===== config.mk =====
export PLATFORM = sky130hd
export DESIGN_NAME = alu_seq_hs
export DESIGN_NICKNAME = d
export VERILOG_FILES = /design/src/rtl/alu_pkg.sv /design/src/rtl/alu_seq_mul.sv /design/src/rtl/alu_seq_hs.sv
export SDC_FILE = /design/constraint.sdc
export NUM_CORES = 1
export LEC_CHECK = 0
export ABC_CLOCK_PERIOD_IN_PS = 3000
export BUFFER_PORTS_ARGS = -buffer_cell sky130_fd_sc_hd__buf_2
export CAP_MARGIN = 20
export CORE_MARGIN = 2
export CORE_UTILIZATION = 57
export CTS_CLUSTER_DIAMETER = 200
export CTS_CLUSTER_SIZE = 25
export DETAILED_ROUTE_END_ITERATION = 12
export PLACE_DENSITY = 0.86
export SYNTH_ARGS = -nofsm -noshare
export SYNTH_HDL_FRONTEND = slang
export SYNTH_SLANG_ARGS = --single-unit

===== constraint.sdc =====
create_clock -name clk_p_i -period 3 [get_ports clk_p_i]
set_clock_uncertainty 0.2 [all_clocks]
set_input_delay 0.3 -clock clk_p_i [delete_from_list [all_inputs] [get_ports clk_p_i]]
set_output_delay 0.3 -clock clk_p_i [all_outputs]
set_load 0.005 [all_outputs]

===== src/rtl/alu_pkg.sv =====
// Shared definitions for the sequential handshake ALU: opcodes, FSM states and
// the saturation helper used when ALU_SATURATE_EN is defined.
package alu_pkg;

  localparam logic [2:0] OP_ADD = 3'b000;
  localparam logic [2:0] OP_SUB = 3'b001;
  localparam logic [2:0] OP_MUL = 3'b010;
  localparam logic [2:0] OP_AND = 3'b011;
  localparam logic [2:0] OP_XOR = 3'b100;
  localparam logic [2:0] OP_ABS = 3'b101;
  localparam logic [2:0] OP_AVG = 3'b110;
  localparam logic [2:0] OP_MAX = 3'b111;

  typedef enum logic [1:0] {
    ST_IDLE = 2'd0,
    ST_CALC = 2'd1,
    ST_MUL  = 2'd2,
    ST_HOLD = 2'd3
  } state_t;

  // Most positive (neg=0) or most negative (neg=1) w-bit value, in the low w bits.
  function automatic logic [31:0] sat_word(input logic neg, input int unsigned w);
    logic [31:0] max_pos;
    max_pos = (32'd1 << (w - 1)) - 32'd1;
    return neg ? ~max_pos : max_pos;
  endfunction

endpackage


===== src/rtl/alu_seq_mul.sv =====
// Unsigned shift-add multiplier core: loads on start, runs WIDTH iterations,
// then pulses done for one cycle; product stays stable until the next start.
module alu_seq_mul #(
  parameter int WIDTH = 8
) (
  input  logic                 clk,
  input  logic                 rst_n,
  input  logic                 start,
  input  logic [WIDTH-1:0]     a_mag,
  input  logic [WIDTH-1:0]     b_mag,
  output logic                 done,
  output logic [2*WIDTH-1:0]   product
);

  localparam int CNT_W = $clog2(WIDTH + 1);
  localparam logic [CNT_W-1:0] CNT_LAST = CNT_W'(WIDTH);

  logic [2*WIDTH-1:0] mcand;
  logic [2*WIDTH-1:0] acc;
  logic [WIDTH-1:0]   mplier;
  logic [CNT_W-1:0]   cnt;
  logic               busy;

  always_ff @(posedge clk or negedge rst_n) begin
    if (!rst_n) begin
      mcand  <= '0;
      acc    <= '0;
      mplier <= '0;
      cnt    <= '0;
      busy   <= 1'b0;
    end else if (start) begin
      mcand  <= {{WIDTH{1'b0}}, a_mag};
      mplier <= b_mag;
      acc    <= '0;
      cnt    <= '0;
      busy   <= 1'b1;
    end else if (busy && (cnt != CNT_LAST)) begin
      if (mplier[0]) acc <= acc + mcand;
      mcand  <= mcand << 1;
      mplier <= mplier >> 1;
      cnt    <= cnt + CNT_W'(1);
    end else if (busy) begin
      busy <= 1'b0;
    end
  end

  assign done    = busy && (cnt == CNT_LAST);
  assign product = acc;

endmodule


===== src/rtl/alu_seq_hs.sv =====
// Signed WIDTH-bit ALU with valid/ready on both sides and an iterative multiplier.
// Define ALU_SATURATE_EN to clamp overflowing results instead of wrapping them.
module alu_seq_hs
  import alu_pkg::*;
#(
  parameter int WIDTH = 8
) (
  input  logic             clk_p_i,
  input  logic             reset_n_i,
  input  logic             in_valid_i,
  output logic             in_ready_o,
  input  logic [WIDTH-1:0] data_a_i,
  input  logic [WIDTH-1:0] data_b_i,
  input  logic [2:0]       inst_i,
  output logic             out_valid_o,
  input  logic             out_ready_i,
  output logic [WIDTH-1:0] data_o,
  output logic             overflow_o,
  output logic [1:0]       state_dbg_o
);

  // Handshake: a transfer happens on any rising edge where valid && ready.
  // in_ready_o and out_valid_o are functions of state and out_ready_i only.
  state_t           state, state_nxt;
  logic [WIDTH-1:0] a_q, b_q;
  logic [2:0]       op_q;
  logic             neg_q;
  logic [WIDTH-1:0] data_q;
  logic             ovf_q;
  logic             load_res;
  logic             accept, pop, mul_start, mul_done;
  logic [WIDTH-1:0] a_mag, b_mag;
  logic [2*WIDTH-1:0] mul_product, prod_s;
  logic [WIDTH:0]   wide;
  logic [WIDTH-1:0] bitw;
  logic [WIDTH:0]   wa, wb, sum;
  logic             alu_ovf, mul_ovf, res_ovf;
  logic [WIDTH-1:0] res_wrap, res_data;

  assign in_ready_o  = (state == ST_IDLE) | ((state == ST_HOLD) & out_ready_i);
  assign out_valid_o = (state == ST_HOLD);
  assign data_o      = data_q;
  assign overflow_o  = ovf_q;
  assign state_dbg_o = state;

  assign accept    = in_valid_i & in_ready_o;
  assign pop       = out_valid_o & out_ready_i;
  assign mul_start = accept & (inst_i == OP_MUL);
  assign a_mag     = data_a_i[WIDTH-1] ? -data_a_i : data_a_i;
  assign b_mag     = data_b_i[WIDTH-1] ? -data_b_i : data_b_i;

  alu_seq_mul #(.WIDTH(WIDTH)) u_mul (
    .clk     (clk_p_i),
    .rst_n   (reset_n_i),
    .start   (mul_start),
    .a_mag   (a_mag),
    .b_mag   (b_mag),
    .done    (mul_done),
    .product (mul_product)
  );

  // Non-MUL ops produce a sign-extended WIDTH+1 result; overflow is a top-bit disagreement.
  always_comb begin
    wa   = {a_q[WIDTH-1], a_q};
    wb   = {b_q[WIDTH-1], b_q};
    sum  = wa + wb;
    bitw = '0;
    wide = '0;
    case (op_q)
      OP_ADD: wide = sum;
      OP_SUB: wide = wb - wa;
      OP_AND: begin
        bitw = a_q & b_q;
        wide = {bitw[WIDTH-1], bitw};
      end
      OP_XOR: begin
        bitw = a_q ^ b_q;
        wide = {bitw[WIDTH-1], bitw};
      end
      OP_ABS: wide = a_q[WIDTH-1] ? -wa : wa;
      OP_AVG: wide = {sum[WIDTH], sum[WIDTH:1]};
      OP_MAX: wide = ($signed(a_q) > $signed(b_q)) ? wa : wb;
      default: wide = '0;
    endcase
  end

  assign alu_ovf = wide[WIDTH] ^ wide[WIDTH-1];
  assign prod_s  = neg_q ? -mul_product : mul_product;
  assign mul_ovf = !((&prod_s[2*WIDTH-1:WIDTH-1]) | (~|prod_s[2*WIDTH-1:WIDTH-1]));

  assign res_ovf  = (state == ST_MUL) ? mul_ovf : alu_ovf;
  assign res_wrap = (state == ST_MUL) ? prod_s[WIDTH-1:0] : wide[WIDTH-1:0];

`ifdef ALU_SATURATE_EN
  logic res_neg;
  assign res_neg  = (state == ST_MUL) ? prod_s[2*WIDTH-1] : wide[WIDTH];
  assign res_data = res_ovf ? WIDTH'(sat_word(res_neg, int'(WIDTH))) : res_wrap;
`else
  assign res_data = res_wrap;
`endif

  always_comb begin
    state_nxt = state;
    load_res  = 1'b0;
    case (state)
      ST_IDLE: if (accept) state_nxt = (inst_i == OP_MUL) ? ST_MUL : ST_CALC;
      ST_CALC: begin
        state_nxt = ST_HOLD;
        load_res  = 1'b1;
      end
      ST_MUL: if (mul_done) begin
        state_nxt = ST_HOLD;
        load_res  = 1'b1;
      end
      ST_HOLD: begin
        // An accept here implies a pop, since in_ready_o needs out_ready_i in HOLD.
        if (accept)   state_nxt = (inst_i == OP_MUL) ? ST_MUL : ST_CALC;
        else if (pop) state_nxt = ST_IDLE;
      end
      default: state_nxt = ST_IDLE;
    endcase
  end

  always_ff @(posedge clk_p_i or negedge reset_n_i) begin
    if (!reset_n_i) begin
      state  <= ST_IDLE;
      a_q    <= '0;
      b_q    <= '0;
      op_q   <= OP_ADD;
      neg_q  <= 1'b0;
      data_q <= '0;
      ovf_q  <= 1'b0;
    end else begin
      state <= state_nxt;
      if (accept) begin
        a_q   <= data_a_i;
        b_q   <= data_b_i;
        op_q  <= inst_i;
        neg_q <= data_a_i[WIDTH-1] ^ data_b_i[WIDTH-1];
      end
      if (load_res) begin
        data_q <= res_data;
        ovf_q  <= res_ovf;
      end
    end
  end

endmodule


==> results.toml, run 1 <==
[outcome]
outcome = "finished, final reports clean"

[detailed_routing]
vias = 5978
via_per_inst = 6.26
ant_nets = 0
drt_iter0_drc = 492
firstDrtPassIters = 8
route.detailed.drc = 0
drt_wl_total_mm = 17.7
wl_per_cell_um = 18.5

[power]
netSwitchingFraction_pct = 50.1
p_clk_share_pct = 9.5
p_total_uw = 8470
power_density_nw_per_um2 = 1220
p_leak_uw = 0.00306
power_frac_comb_pct = 65.7
switchingPower_uw = 4250
power.share.sequential_pct = 24.8
power.internal_uw = 4220
peakVddDrop_mv = 0.579

[synthesis]
synth_fp_nets = 846
yosysTopAreaCell = "dfrtp_1"
ys_top_cells_by_area = "dfrtp_1, ha_1, nand2_1"
synth.cell_area_um2 = 6300
avgSynthCellArea_um2 = 8.10
synth_async_sr_flop_share_pct = 100
ys_ff_latch = 76
synth_seq_area_share_pct = 30.2
ys.flop_type = "dfrtp_1"
synth.top_cell.area_share_pct = 30.2
synth-edff-count = 0
synth_cell_type_count = 70
syn_inst = 778
ys_warn_count = 0

[sta]
fin_crit_ns = 2.87
setup-tns-final_ns = 0
maxSlewViolCount = 0
finalHoldViolCount = 0
max_slew_margin_pct = 34.5
fmax_mhz = 349
holdWs_ns = 0.0231
finalSetupViolCount = 0
max_slew.worst_pin.slew_ns = 0.983
post-route-period-util_pct = 95.6
setup_slack_ns = 0.131

[grt]
grt_max_degree = 77
antenna_found_initial = 0
grt_pass1_vias = 5683
grt_pass1_wl_mm = 28.5
overflow = 0
track_usage_pct = 31.0

[worst_hold_path]
holdPathStages = 2
min_path_type = "in2reg"
worstHoldEndpoint = "op_q[2]$_DFFE_PN0P_"
min-delay-start = "inst_i[2]"

[cts]
cts_max_level = 3
numCtsBuffers = 9
cts-root-buf = "clkbuf_8"
cts.sinks = 76
clk_latency_ns = 0.36
clockBufferDepth = 2
path_clk_slew_ns = 0.08
cts_tree = "yes"
post_cts_buffers = 0

[cells_and_area]
layout_common_cells = "nand2_1, dfrtp_1, a21oi_1, nor2_1, ha_1"
fill_cells = 895
n_antenna_cell = 0
final_nets = 878
area_delta_synth_final_pct = 10.0
final_common_cell = "nand2_1"
drive_above_1_share_pct = 13.5

[worst_setup_path]
arrival_ns = 2.92
cp_slowest_stage_delay_ns = 0.39
critPathKind = "reg2reg"
regToRegSetupSlack_ns = 0.13
crit_required_ns = 3.05
r2r_start = "a_q[1]$_DFFE_PN0P_"
worstPathMaxFanout = 4
worst_setup_path_start_kind = "flip-flop"
crit_path_end_kind = "flip-flop"
worstPathCellList = "inv_1 -> ha_1 -> nand2b_1 -> a221oi_4 -> mux2i_1 -> a32o_1 -> a221oi_1 -> o211ai_1 -> a221o_1"
critPathSlowestCell = "dfrtp_1"
r2r_end = "data_o[5]$_DFFE_PN0P_"
reg2reg_depth = 9

[floorplanning]
row_count = 38
fp.dieW_um = 109
pin_count = 36
die-area_um2 = 11900
start_util_pct = 58.4
core_region_area_um2 = 10800
die_h_um = 109

[place]
post-place-ws_ns = 0.164
place_congestion = 1.02
hpwl_mm = 13.4
portBuffers = 35

[run]
cap_violations = 0
## stage by stage
stage	area (um2)	instances	utilization, %
after floorplan	6300	778	-
after global placement	6680	936	61.9
after detailed placement	6680	936	61.9
after CTS	6910	955	64.0
after global routing	6930	955	64.2
final	6930	955	64.2
## cells by family (layout without fill, tap and decap cells)
| logic type | count (synthesis) | count (layout) | share of synthesized area [%] |
|---|---|---|---|
| multiplexers | 26 | 26 | 4.49 |
| AND/OR/NAND/NOR | 298 | 298 | 23.5 |
| adder cells (fa/ha/maj) | 45 | 45 | 9.29 |
| buffers and inverters | 78 | 115 | 4.73 |
| AO/OA/AOI/OAI | 217 | 217 | 22.5 |
| flip-flops | 76 | 76 | 30.2 |
| XOR/XNOR | 38 | 38 | 5.28 |
## power by group through the flow
stage | sequential, uW | clock (uW) | combinational, uW
floorplan | 1840 | 0 | 4090
global placement | 2050 | 0 | 5250
detailed placement | 2090 | 0 | 5390
CTS | 2070 | 809 | 5420
global route | 2150 | 854 | 6130
finish | 2100 | 805 | 5570
## how the worst max path moves through the flow
stage | startpoint | end
final | a_q[1]$_DFFE_PN0P_ | data_o[5]$_DFFE_PN0P_
after global routing | a_q[1]$_DFFE_PN0P_ | data_o[5]$_DFFE_PN0P_
after CTS | a_q[1]$_DFFE_PN0P_ | data_o[5]$_DFFE_PN0P_
after detailed placement | a_q[1]$_DFFE_PN0P_ | data_o[5]$_DFFE_PN0P_
after global placement | a_q[0]$_DFFE_PN0P_ | data_o[6]$_DFFE_PN0P_
after floorplan | a_q[2]$_DFFE_PN0P_ | data_o[5]$_DFFE_PN0P_
## Yosys cell counts, types with 3 or more instances
master     instances
nand2_1          110
dfrtp_1           76
a21oi_1           58
nor2_1            58
ha_1              42
o21ai_0           39
clkbuf_1          37
inv_1             34
xnor2_1           30
a31oi_1           25
nand3_1           19
mux2_2            18
nor3_1            16
nand2b_1          14
o31ai_1           13
nor2b_1           12
a21o_1            11
and3_1            11
o21a_1             9
or3_1              9
mux2i_1            8
xor2_1             8
a211oi_1           7
and2_1             7
nor3b_1            7
nand3b_1           6
nand4_1            6
o211ai_1           6
buf_2              4
nor4b_1            4
o22ai_1            4
a221o_1            3
a221oi_1           3
a22oi_1            3
a32o_1             3
fa_1               3
nor4_1             3
o2111ai_1          3
o211a_1            3
o221ai_1           3
o31a_1             3
o32ai_1            3
or2_2              3
## repair_timing
item	4_1_cts	5_1_grt
endpoints found under the setup margin	0	3
resized for setup	0	3
endpoints found under the hold margin	78	0
hold buffers	3	0
## flip-flops by register name, summed over array words and instances (netlist names)
name           flops
u_mul.mcand       16
u_mul.product     16
a_q                8
b_q                8
data_o             8
u_mul.mplier       8
u_mul.cnt          4
op_q               3
state_dbg_o        2
neg_q              1
overflow_o         1
u_mul.busy         1
## metal layers
layer	wire length [um]	track usage [%]	share of wire, %
met5	0	0	0
met1	7860	43.6	44
met3	1390	5.44	7.8
met2	8020	48.4	45
met4	448	10.3	2.5
## worst max-delay path: cells and delay by family (launching register included)
family	cells	cell delay [ns]
compound gates	5	1.37
flops	1	0.39
fa+ha+maj	1	0.28
simple gates	1	0.22
mux	1	0.16
buf+inv	1	0.13
## area by class of cell
| class | count | area (um2) | area share, % |
|---|---|---|---|
| clock buffers | 12 | 145 | 2.09 |
| clock inverters | 4 | 48.8 | 0.704 |
| inverters | 35 | 131 | 1.90 |
| multi-input cells | 624 | 4130 | 59.5 |
| flip-flops and latches | 76 | 1900 | 27.4 |
| well taps | 140 | 175 | 2.53 |
| repair buffers | 64 | 403 | 5.81 |
(Power assumes the default switching activity.)
==> run 2, diff against run 1 <==
--- a/config.mk
+++ b/config.mk
@@ -9,11 +9,13 @@
 export BUFFER_PORTS_ARGS = -buffer_cell sky130_fd_sc_hd__buf_2
 export CAP_MARGIN = 20
 export CORE_MARGIN = 2
-export CORE_UTILIZATION = 57
+export CORE_UTILIZATION = 56
 export CTS_CLUSTER_DIAMETER = 200
 export CTS_CLUSTER_SIZE = 25
 export DETAILED_ROUTE_END_ITERATION = 12
-export PLACE_DENSITY = 0.86
+export PLACE_DENSITY = 0.85
+export SETUP_SLACK_MARGIN = 0.5
 export SYNTH_ARGS = -nofsm -noshare
 export SYNTH_HDL_FRONTEND = slang
+export SYNTH_HIERARCHICAL = 1
 export SYNTH_SLANG_ARGS = --single-unit
==> run 2 against run 1 <==
Via count is 2.5% higher. Register-to-register slack gained 0.23 ns. Highest routed layer unchanged. Sequential power shrank 4%. Combinational power increased by 23%. Total power grew 14%. Critical path type unchanged. Largest power group unchanged. Design area grew 9.7%. Sequential share of layout area shrank 2.2 points. Clock power fell by 4.1%. Synthesized cell count fell by 7.8%.
==> results.toml, run 2 <==
[outcome]
outcome = "finished, final reports clean"

[grt]
antenna_found_initial = 0
grt_pass1_vias = 5651
overflow = 0
grt_pass1_wl_mm = 29.1
grt_max_degree = 77
track_usage_pct = 31.7

[power]
switchingPower_uw = 4640
power_frac_comb_pct = 71.0
p_leak_uw = 0.00328
p_total_uw = 9620
netSwitchingFraction_pct = 48.3
power.internal_uw = 4980
power.share.sequential_pct = 21.0
power_density_nw_per_um2 = 1270
peakVddDrop_mv = 0.529
p_clk_share_pct = 8.0

[sta]
finalHoldViolCount = 0
setup-tns-final_ns = 0
fmax_mhz = 379
post-route-period-util_pct = 88.0
max_slew_margin_pct = 35.0
fin_crit_ns = 2.64
maxSlewViolCount = 0
rsz0062_at_grt = "yes"
finalSetupViolCount = 0
max_slew.worst_pin.slew_ns = 0.975

[detailed_routing]
ant_nets = 0
drt_wl_total_mm = 19.0
route.detailed.drc = 0
wl_per_cell_um = 20.2
vias = 6127
firstDrtPassIters = 5
drt_iter0_drc = 654
via_per_inst = 6.53

[cts]
numCtsBuffers = 9
path_clk_slew_ns = 0.09
cts_tree = "yes"
clk_latency_ns = 0.37
cts-root-buf = "clkbuf_8"
cts.sinks = 76
cts_max_level = 3
clockBufferDepth = 2

[place]
portBuffers = 35
place_congestion = 0.920
post_dp_cell_area_um2 = 6720
hpwl_mm = 13.3

[synthesis]
synth_async_sr_flop_share_pct = 100
yosysTopAreaCell = "dfrtp_1"
ys_ff_latch = 76
synth_cell_type_count = 72
ys_warn_count = 6
post-synth-top-count-cell = "nand2_1"
ys.flop_type = "dfrtp_1"
synth-edff-count = 0
synth_seq_area_share_pct = 30.8
synth.top_cell.area_share_pct = 30.8
synth_fp_nets = 785
ys_top_cells_by_area = "dfrtp_1, ha_1, nand2_1"
synthTopCellsByCount = "nand2_1, dfrtp_1, nor2_1"
avgSynthCellArea_um2 = 8.62
synth.cell_area_um2 = 6180
syn_inst = 717

[worst_setup_path]
cp_slowest_stage_delay_ns = 0.41
worst_setup_path_start_kind = "flip-flop"
crit_required_ns = 3.05
worstPathCellList = "buf_6 -> ha_4 -> fa_2 -> nand2b_1 -> a21oi_2 -> o21a_2 -> o211a_1 -> a2111oi_2 -> a31o_2 -> o211ai_1"
critPathKind = "reg2reg"
worstPathMaxFanout = 3
crit_path_end_kind = "flip-flop"
critPathSlowestCell = "dfrtp_1"
arrival_ns = 2.69

[floorplanning]
die_h_um = 109
die-area_um2 = 11900
fp.dieW_um = 109
row_count = 38
core_region_area_um2 = 10800
pin_count = 36
start_util_pct = 57.3

[cells_and_area]
layout_common_cells = "nand2_1, dfrtp_1, buf_4, nor2_1, o21ai_0"
final_nets = 862
drive_above_1_share_pct = 28.8
area_delta_synth_final_pct = 23.0
final_common_cell = "nand2_1"
n_antenna_cell = 0
design_area_um2 = 7600

[run]
cap_violations = 0

[worst_hold_path]
min_path_type = "in2reg"
run 2: changes by cell type in the layout (fill, tap and decap cells not counted), moves of 15 or more:
cell and change:
a31oi_1 -18, mux2i_1 +15, ha_4 +17, nand2_1 -25, dfrtp_2 +15, ha_1 -17, dfrtp_1 -15, a21oi_1 -22
buf_4 +27
run 2: critical path, delay by kind of cell (launching register included):
kind / cells / cell delay (ns)
AOI/OAI and AO/OA: 6 / 1.15
adders and majority gates: 2 / 0.54
buffers and inverters: 1 / 0.13
and+or+nand+nor: 1 / 0.10
DFF: 1 / 0.41
run 2: metal layers:
layer	vias to the layer above	part of all wire (%)	track usage, %	wire length [um]
li1	2743	-	-	-
met1	3015	43	44.5	8200
met2	301	47	50.3	8860
met3	68	7.0	5.32	1330
met4	0	3.2	9.62	616
met5	-	0	0	0
run 2: power by group through the flow:
stage	sequential [uW]	clock [uW]	combinational [uW]
3_5_place_dp	2020	0	5530
4_1_cts	1960	775	6210
3_3_place_gp	1990	0	5430
6_report	2020	772	6830
2_1_floorplan	1860	0	4210
5_1_grt	2060	829	7350
run 2: final cells by class:
class | instances | area, um2
clock buffer | 10 | 138
clock inverter | 6 | 47.5
fill | 782 | 3190
inverter | 38 | 143
multi-input combinational | 570 | 4480
sequential | 76 | 1920
tap | 140 | 175
timing repair buffer | 99 | 697
run 2: logic make-up after synthesis:
group | share of synthesized area, %
muxes | 7.57
xor gates and xnor gates | 6.38
AOI/OAI and AO/OA | 22.3
DFF | 30.8
adders and majority gates | 9.48
buffers and inverters | 4.54
and+or+nand+nor | 18.9
run 2: final timing paths:
check                                       from                          end  slack [ns]  depth (start not counted)
setup / recovery              a_q[0]$_DFFE_PN0P_        data_o[6]$_DFFE_PN0P_        0.36                         10
hold / removal                       data_b_i[6]           b_q[6]$_DFFE_PN0P_        0.01                          2
setup reg to reg              a_q[0]$_DFFE_PN0P_        data_o[6]$_DFFE_PN0P_        0.36                         10
hold reg to reg            data_o[4]$_DFFE_PN0P_        data_o[4]$_DFFE_PN0P_        0.31                          2
max in group asynchronous              reset_n_i   u_mul/mcand[0]$_DFFE_PN0P_        1.49                          2
min in group asynchronous              reset_n_i  u_mul/mcand[11]$_DFFE_PN0P_        0.43                          2
run 2: stage by stage:
step	utilization, %	std cells	hold slack, ns	setup WS, ns
after global placement	62.3	883	0.290	0.232
final	70.4	939	0.0147	0.360
after detailed placement	62.3	883	0.286	0.145
after CTS	67.7	929	0.00336	0.349
after global routing	70.4	939	0.0201	0.231
after floorplan	-	717	-0.196	0.445
run 2: repair_timing:
action,in CTS,in global routing
pin swaps,28,18
setup buffers,25,10
hold buffers,5,0
cloned,0,0
endpoints found under the hold margin,80,0
endpoints found under the setup margin,14,29
resized for setup,42,44
==> run 3, diff against run 2 <==
==> constraint.sdc (replaced) <==
create_clock -name clk_p_i -period 3 [get_ports clk_p_i]
set_clock_uncertainty 0.2 [all_clocks]
set_input_delay 0.3 -clock clk_p_i [delete_from_list [all_inputs] [get_ports clk_p_i]]
set_output_delay 0.3 -clock clk_p_i [all_outputs]
set_load 0.1 [all_outputs]
==> run 3 against run 2 <==
Register-to-register slack improved by 0.02 ns. Setup slack improved by 0.019 ns. Maximum frequency increased by 0.74%. Combinational power increased by 3%.
==> results.toml, run 3 (synthesis results as in run 2) <==
[cts]
path_clk_slew_ns = 0.10
clockBufferDepth = 2
cts_max_level = 3
cts-root-buf = "clkbuf_8"
clk_latency_ns = 0.38
cts_tree = "yes"
cts.sinks = 76
numCtsBuffers = 9

[power]
p_leak_uw = 0.00326
peakVddDrop_mv = 1.17
power_density_nw_per_um2 = 1320

[worst_setup_path]
worstPathMaxFanout = 3
crit_required_ns = 3.04
r2r_end = "data_o[6]$_DFFE_PN0P_"
arrival_ns = 2.66
critPathKind = "reg2reg"
crit_path_end_kind = "flip-flop"
reg2reg_depth = 9
critPathSlowestCell = "dfrtp_2"
regToRegSetupSlack_ns = 0.38
worstPathCellList = "ha_4 -> fa_2 -> nand2b_1 -> a21oi_1 -> o21a_1 -> o211a_1 -> a2111oi_2 -> a31o_2 -> o211ai_1"
worst_setup_path_start_kind = "flip-flop"
r2r_start = "a_q[0]$_DFFE_PN0P_"
cp_slowest_stage_delay_ns = 0.46

[detailed_routing]
firstDrtPassIters = 5
ant_nets = 0
drt_iter0_drc = 471
drt_wl_total_mm = 17.8
route.detailed.drc = 0
via_per_inst = 6.31
vias = 5878
wl_per_cell_um = 19.1

[worst_hold_path]
holdPathStages = 2
min-delay-start = "inst_i[1]"
min_path_type = "in2reg"
worstHoldEndpoint = "op_q[1]$_DFFE_PN0P_"

[floorplanning]
core_region_area_um2 = 10800
die_h_um = 109
pin_count = 36
row_count = 38
fp.dieW_um = 109
die-area_um2 = 11900
start_util_pct = 57.3

[sta]
fin_crit_ns = 2.62
max_slew.worst_pin.slew_ns = 0.729
setup_slack_ns = 0.380
post-route-period-util_pct = 87.3
finalHoldViolCount = 0
rsz0062_at_grt = "yes"
holdWs_ns = 0.0165
setup-tns-final_ns = 0
fmax_mhz = 382
maxSlewViolCount = 0
finalSetupViolCount = 0
max_slew_margin_pct = 51.4

[cells_and_area]
multi_input_area_um2 = 4450
area_delta_synth_final_pct = 21.5
fill_cells = 817
final_cells = 932
final_nets = 855
n_antenna_cell = 0
postLayoutCoreUtil_pct = 69.6
final_common_cell = "nand2_1"
regArea_um2 = 1930
drive_above_1_share_pct = 28.0
layout_common_cells = "nand2_1, dfrtp_1, buf_4, nor2_1, a21oi_1"

[grt]
overflow = 0
grt_pass1_vias = 5473
antenna_found_initial = 0
track_usage_pct = 30.5
grt_pass1_wl_mm = 27.7
grt_max_degree = 54

[place]
place_congestion = 0.957
dp_cells = 887
post-place-ws_ns = 0.0619
portBuffers = 35
hpwl_mm = 13.0

[outcome]
outcome = "finished, final reports clean"

[run]
cap_violations = 0
[run 3: cell types whose count changed in the layout (fill, tap and decap cells not counted), sizes merged]
cell,change
dlygate4sd3,-1
clkbuf,+1
clkinvlp,+1
inv,-1
buf,-6
clkinv,-1
[run 3: stage by stage]
stage | total power (uW) | area, um2
after global routing | 10500 | 7510
after global placement | 7930 | 6780
after CTS | 9340 | 7290
final | 9890 | 7510
after floorplan | 6640 | 6410
after detailed placement | 8070 | 6780
[run 3: worst max-delay path by stage]
stage / from / end / slack, ns / cells after the start
floorplan: state_dbg_o[1]$_DFFE_PN0P_ / u_mul/product[10]$_DFFE_PN0P_ / 0.42 / 8
global placement: a_q[3]$_DFFE_PN0P_ / data_o[5]$_DFFE_PN0P_ / 0.19 / 9
detailed placement: a_q[3]$_DFFE_PN0P_ / data_o[5]$_DFFE_PN0P_ / 0.06 / 9
CTS: a_q[0]$_DFFE_PN0P_ / data_o[6]$_DFFE_PN0P_ / 0.39 / 9
global route: a_q[0]$_DFFE_PN0P_ / data_o[6]$_DFFE_PN0P_ / 0.30 / 9
finish: a_q[0]$_DFFE_PN0P_ / data_o[6]$_DFFE_PN0P_ / 0.38 / 9
[run 3: worst max-delay path, delay by kind of cell, from the launching register on]
kind | cells | cell delay [ns]
flip-flops | 1 | 0.46
AO/OA/AOI/OAI | 6 | 1.17
AND/OR/NAND/NOR | 1 | 0.08
adder cells (fa/ha/maj) | 2 | 0.57
[run 3: layer usage]
layer  vias up  global-route usage, %  part of all wire (%)
met5         -                      0                     0
met4         0                   11.8                   3.1
met3        49                   5.08                   7.0
met2       271                   47.6                    47
met1      2813                   42.3                    43
li1       2745                      -                     -
[run 3: cell type report]
cell class | instances | share of cell area (%)
well taps | 140 | 2.33
flip-flops and latches | 76 | 25.7
inverters | 38 | 1.90
clock inverters | 5 | 0.466
multi-input cells | 570 | 59.2
clock buffers | 11 | 2.02
repair buffers | 92 | 8.40
[run 3: timing repair]
item / in CTS / in global routing
endpoints found under the hold margin: 54 / 0
pin swaps: 15 / 16
hold buffers: 4 / 0
resized for setup: 37 / 45
setup endpoints to repair: 23 / 41
buffers inserted: 18 / 7
[run 3: report_power, final]
| part | internal [uW] | switching [uW] | total, uW |
|---|---|---|---|
| Sequential | 1470 | 627 | 2100 |
| Clock | 347 | 416 | 763 |
| Combinational | 3020 | 4010 | 7030 |
